<file path="config.mk">
export PLATFORM = sky130hd
export DESIGN_NAME = bist_controller
export DESIGN_NICKNAME = d
export VERILOG_FILES = /design/src/rtl/bist_controller.sv
export SDC_FILE = /design/constraint.sdc
export NUM_CORES = 1
export LEC_CHECK = 0
export ABC_CLOCK_PERIOD_IN_PS = 2500
export CAP_MARGIN = 20
export CORE_ASPECT_RATIO = 0.8
export CORE_MARGIN = 4
export CORE_UTILIZATION = 45
export DETAILED_ROUTE_END_ITERATION = 10
export PLACE_DENSITY_LB_ADDON = 0.05
export SKIP_LAST_GASP = 1
export SYNTH_ARGS = -nofsm -noshare
export SYNTH_HDL_FRONTEND = slang
export SYNTH_SLANG_ARGS = --single-unit
</file>
<file path="constraint.sdc">
create_clock -name clk -period 2.5 [get_ports clk]
set_input_delay 0.5 -clock clk [delete_from_list [all_inputs] [get_ports clk]]
set_output_delay 0.5 -clock clk [all_outputs]
set_load 0.02 [all_outputs]
</file>
<file path="src/rtl/bist_controller.sv">
`default_nettype none
// ============================================================================
// Module      : bist_controller
// Description : LFSR/MISR BIST sequencer for a combinational CUT with a
//               transparent system-mode input mux. The optional macro
//               BIST_CTL_SIG_OUT_EN exposes the MISR as output `signature`.
// Revision    : 1.0 - initial release
// ============================================================================
module bist_controller #(
    parameter int              N_PI          = 35,
    parameter int              N_PO          = 49,
    parameter int              PATTERN_COUNT = 2000,
    parameter logic [N_PI-1:0] LFSR_SEED     = {{(N_PI-1){1'b0}}, 1'b1},
    parameter logic [N_PO-1:0] GOLDEN_SIG    = '0
) (
    input  logic            clk,
    input  logic            rst,
    input  logic            bistmode,
    input  logic [N_PI-1:0] sys_pi,
    output logic [N_PI-1:0] cut_pi,
    input  logic [N_PO-1:0] cut_po,
    output logic            bistdone,
    output logic            bistpass
`ifdef BIST_CTL_SIG_OUT_EN
    ,
    output logic [N_PO-1:0] signature
`endif
);

    // Feedback taps: x^35+x^33+1 and x^49+x^40+1.
    localparam int          c_LFSR_TAP = N_PI - 3;
    localparam int          c_MISR_TAP = N_PO - 10;
    localparam logic [15:0] c_LAST_CNT = 16'(PATTERN_COUNT - 1);

    typedef enum logic [2:0] {
        S_IDLE    = 3'd0,
        S_INIT    = 3'd1,
        S_RUN     = 3'd2,
        S_COMPARE = 3'd3,
        S_DONE    = 3'd4
    } state_t;

    state_t          r_state, w_state_nxt;
    logic [N_PI-1:0] r_lfsr,  w_lfsr_nxt;
    logic [N_PO-1:0] r_misr,  w_misr_nxt;
    logic [15:0]     r_cnt,   w_cnt_nxt;
    logic            r_done,  w_done_nxt;
    logic            r_pass,  w_pass_nxt;

    always_ff @(posedge clk or negedge rst) begin
        if (!rst) begin
            r_state <= S_IDLE;
            r_lfsr  <= LFSR_SEED;
            r_misr  <= '0;
            r_cnt   <= '0;
            r_done  <= 1'b0;
            r_pass  <= 1'b0;
        end else begin
            r_state <= w_state_nxt;
            r_lfsr  <= w_lfsr_nxt;
            r_misr  <= w_misr_nxt;
            r_cnt   <= w_cnt_nxt;
            r_done  <= w_done_nxt;
            r_pass  <= w_pass_nxt;
        end
    end

    always_comb begin
        w_state_nxt = r_state;
        w_lfsr_nxt  = r_lfsr;
        w_misr_nxt  = r_misr;
        w_cnt_nxt   = r_cnt;
        w_done_nxt  = r_done;
        w_pass_nxt  = r_pass;
        cut_pi      = r_lfsr;

        case (r_state)
            S_IDLE: begin
                cut_pi = sys_pi;
                if (bistmode) begin
                    w_state_nxt = S_INIT;
                end
            end
            S_INIT: begin
                // LFSR still holds the previous run's tail here, so keep the pins.
                cut_pi = sys_pi;
                if (!bistmode) begin
                    w_state_nxt = S_IDLE;
                end else begin
                    w_lfsr_nxt  = LFSR_SEED;
                    w_misr_nxt  = '0;
                    w_cnt_nxt   = '0;
                    w_state_nxt = S_RUN;
                end
            end
            S_RUN: begin
                if (!bistmode) begin
                    w_state_nxt = S_IDLE;
                end else begin
                    w_misr_nxt = {r_misr[N_PO-2:0], r_misr[N_PO-1] ^ r_misr[c_MISR_TAP]} ^ cut_po;
                    w_lfsr_nxt = {r_lfsr[N_PI-2:0], r_lfsr[N_PI-1] ^ r_lfsr[c_LFSR_TAP]};
                    w_cnt_nxt  = r_cnt + 16'd1;
                    if (r_cnt == c_LAST_CNT) begin
                        w_state_nxt = S_COMPARE;
                    end
                end
            end
            S_COMPARE: begin
                if (!bistmode) begin
                    w_state_nxt = S_IDLE;
                end else begin
                    w_pass_nxt  = (r_misr == GOLDEN_SIG);
                    w_done_nxt  = 1'b1;
                    w_state_nxt = S_DONE;
                end
            end
            S_DONE: begin
                if (!bistmode) begin
                    w_done_nxt  = 1'b0;
                    w_pass_nxt  = 1'b0;
                    w_state_nxt = S_IDLE;
                end
            end
            default: begin
                w_state_nxt = S_IDLE;
            end
        endcase
    end

    assign bistdone = r_done;
    assign bistpass = r_pass;

`ifdef BIST_CTL_SIG_OUT_EN
    assign signature = r_misr;
`endif

endmodule
`default_nettype wire

</file>
[Word-level counts from Yosys, hierarchy flattened]
Cells that the tools add are included.
Cells by class
  bitwise logic cells: 3
  equality and inequality tests: 11
  reductions and logical operators: 8
  muxes and demuxes: 22
  add/subtract/negate cells: 1
Operators with widths (count)
  35-bit 2-to-1 mux: 3
  49-bit 2-to-1 mux: 2
  49-bit one-hot mux with 2 select lines: 1
  35-bit one-hot mux with 2 select lines: 1
  49-bit logical NOT: 1
  49-bit bitwise XOR: 1
  16-bit 2-to-1 mux: 2
  16-bit one-hot mux with 2 select lines: 1
  16-bit by 1-bit adder with 16-bit output, second input constant: 1
  16-bit by 11-bit == test with 1-bit output, second input constant: 1
  3-bit 2-to-1 mux: 5
  3-bit one-hot mux with 5 select lines: 1
  2-bit inequality test, second input constant: 5
  3-bit AND reduction: 3
  3-bit by 2-bit == test with 1-bit output, second input constant: 2
  1-bit one-hot mux with 2 select lines: 2
  2-bit nonzero test: 2
  3-bit by 1-bit == test with 1-bit output, second input constant: 1
  3-bit == test, second input constant: 1
  3-bit logical NOT: 1
  1-bit 2-to-1 mux: 3
  3-bit inequality test, second input constant: 1
  2-bit 2-to-1 mux: 1
  2-bit OR reduction: 1
  1-bit bitwise XOR: 2
Word-level totals
  output and inout port bits: 37
  input port bits: 87
  register bits: 105
  word-level logic and storage cells: 51

[Logic depth before layout (Yosys ltp)]
  depth after elaboration: 4
  depth in mapped cells: 7
  gate-level depth less buffers: 5

[Worst setup path after synthesis]
OpenSTA, ideal clock, no wires.
  path type: reg-to-output
  start point: reg r_state[2]
  end point: out cut_pi[10]
  required time: 2.000 ns
  path slack: 0.427 ns
  arrival time: 1.573 ns
  stages on the path, launching flop included: 5
  path buffers: 2
  path through: dfrtp_1 buf_2 nor2_1 buf_2 mux2_2
On the way
  word-level cells in the longest chain between the ends: 3
  elaborated cells between the ends (all ways): 4
  classes of those cells: 1 x eq/ne; 1 x mux; 2 x reduce/logical
RTL lines
  from (decl): RTL line 43  | state_t r_state, w_state_nxt;
  from (signal assigned): RTL line 59  | r_state <= w_state_nxt;
  3-bit by 1-bit == test with 1-bit output or 3-bit logical NOT (tied branches): RTL line 77  | case (r_state)
  2-bit OR reduction (no line) *
  35-bit 2-to-1 mux *: RTL line 77
  to (decl): RTL line 20  | output logic [N_PI-1:0] cut_pi,
Every way passes the cells marked *; elsewhere a longest branch is shown, timed or not.

[Final worst setup path]
  start point: reg r_state[2]
  end point: out cut_pi[22]
Same word-level chain as after synthesis.

==> flow_summary.ini <==
[status]
status = finished, violations left
violations = negative setup slack

[drt]
vias = 3870
viasPerCell = 5.57
wl_met3_microns = 485
top_layer = met4
antenna_left = 0
drc = 0
wirelength_mm = 12.3
met1Wirelength_mm = 6.06
drt_iter0_markers = 265
avgRoutedWirePerCell_microns = 17.7
dr.pass1.iters = 4
dr_wl_met2_mm = 5.66

[logic_synthesis]
yosys_warnings = 0
ys.flop_type = dfrtp_1
syn_area_sq_um = 5060
netlist_instances = 429
yosys.area.top_type = dfrtp_1
ys_seq_area_frac = 0.519
ys_top_cells_by_count = dfrtp_1 (104), a22o_1 (71), xor2_1 (40)
synth_top_area_frac = 0.514
syn_area_per_cell_sq_um = 11.8
synth_cell_types = 41
synth_area_leaders = dfrtp_1 (51%), a22o_1 (12%), mux2_2 (8.0%)
synth-seq-cells = 105
synth_edf_count = 0
async_reset_ff_frac = 1.00
synth_most_common_cell = dfrtp_1
synth_fp_nets = 517

[layout]
nets = 635
diodes = 0
drive_gt1_frac = 0.132
syn2layout_area_growth_pct = 33.5
fin_util = 0.618
fin_area_sq_um = 6760
finalNonFillerCells = 695

[place]
dpl-instance-area_sq_um = 6500
gp_congestion = 0.889
placement.io_buffers = 123
place_inst = 680
post-place-ws_ns = 0.0181
dp_hpwl_mm = 8.66

[die]
die_width_microns = 127
io_pins = 124
core_sq_um = 10900
dieArea_sq_um = 13000
die_h_microns = 103
row_count = 34
start_util = 0.463

[timing]
skew_ns = 0.0112
rsz0062_at_grt = yes
holdWs_ns = 0.165
setup_viol_count_final = 24
finalMaxSlewViolations = 0
fin_ws_ns = -0.0428
post-route-period-util = 1.02
finalHoldViolCount = 0
fin_crit_ns = 2.54
fmax_mhz = 393
worstMarginPinSlew_ns = 0.642
slew_headroom = 0.572
fin_setup_tns_ns = -0.689

[worst_setup_path]
crit_chain = nor2_4, buf_12, mux2_2, clkdlybuf4s50_1
critical_path.top_delay_family = buffers and inverters
worstPathRequired_ns = 2.00
slowest_stage = clkdlybuf4s50_1
end_kind = output port
arrival_ns = 2.04
critical_path_buf_inv_count = 2
crit_fanout = 35
startpoint_type = flip-flop
crit_path_max_incr_delay_ns = 0.54
crit_type = flip-flop to output port

[clocking]
cts_buffer_depth = 2
hold_buffers = 0
clock_latency_ns = 0.35
cts.clk_slew.worst_paths_ns = 0.07
numCtsBuffers = 9
htree_levels = 3
clock-root-buffer = clkbuf_16
cts_tree = built
clock_sinks = 105

[global_routing]
antenna_found_initial = 0
track_usage = 0.194
grt.overflow.total = 0
grt_max_degree = 61
grt_pass1_vias = 3908
grt_pass1_wl_mm = 20.1

[power_and_ir_drop]
power_density_nw_per_um2 = 893
p_leak_nw = 3.00
power.total_mw = 6.03
ir_drop_mv = 0.400

[run]
maxCapViolCount = 0

[worst_hold_path]
hold_class = primary input to async pin
## where the power goes
| part | internal [mW] | switching, mW | total [mW] |
|---|---|---|---|
| Combinational | 1.16 | 1.09 | 2.25 |
| Clock | 0.700 | 0.616 | 1.32 |
| Sequential | 2.07 | 0.394 | 2.46 |
| Total | 3.93 | 2.10 | 6.03 |
## cell type report
cell class              count  area (sq um)
inverters                   2          7.51
flip-flops and latches    105          2630
clock inverters             4          27.5
multi-input cells         291          2320
fillers                   890          4170
repair buffers            138          1350
clock buffers              11           243
well taps                 144           180
## timing repair
action | in CTS | in global routing
pin swaps | 0 | 0
buffers inserted | 0 | 0
endpoints found under the setup margin | 35 | 24
gates resized for setup | 11 | 0
## registers in the layout, indices dropped and copies added (netlist names)
register  flops
bistpass      1
r_cnt        16
r_lfsr       35
bistdone      1
r_state       3
r_misr       49
## layer usage
layer / global-route usage / vias to the layer above
met5: 0 / -
met1: 0.281 / 1946
met2: 0.296 / 77
met3: 0.0533 / 9
li1: - / 1838
met4: 0.0371 / 0
## layout by cell type (no fill, tap or decap), types with 2 or more instances in the layout
cell and n:
clkinv_2 2, mux2i_1 2, or4_1 7, nor2_1 7
o21ai_0 3, nor3_1 2, clkdlybuf4s50_1 111, and2_1 2
clkbuf_16 9, a22o_1 71, dfrtp_1 104, o31ai_1 19
xnor2_1 17, mux2_2 36, nand4_1 6, nand2b_4 2
xor2_1 40, and3_1 4, buf_12 2, dlygate4sd2_1 11
buf_4 14, nor4_1 14, a31oi_1 2, a21oi_1 5
nand2_1 28, nand3_1 10, inv_1 2
## worst paths after layout
path,from,slack [ns],depth (start not counted),to
max,r_state[2]$_DFFE_PN0P_,-0.04,4,cut_pi[22]
min,rst,0.16,1,r_misr[47]$_DFFE_PN0P_
max reg2reg,r_cnt[3]$_DFFE_PN0P_,0.58,4,r_cnt[15]$_DFFE_PN0P_
min reg2reg,r_lfsr[0]$_DFFE_PN1P_,0.48,2,r_lfsr[0]$_DFFE_PN1P_
max in group asynchronous,rst,1.66,2,r_lfsr[33]$_DFFE_PN0P_
min in group clk,r_lfsr[0]$_DFFE_PN1P_,0.48,2,r_lfsr[0]$_DFFE_PN1P_
## kinds of logic after synthesis
group / count (synthesis) / synth area share
adder cells (fa/ha/maj): 1 / 0.00247
AND/OR/NAND/NOR: 91 / 0.0979
flip-flops: 105 / 0.519
XOR/XNOR: 58 / 0.102
multiplexers: 38 / 0.0840
AO/OA/AOI/OAI: 103 / 0.166
buffers and inverters: 33 / 0.0282
Power figures use the tool's default switching activity.
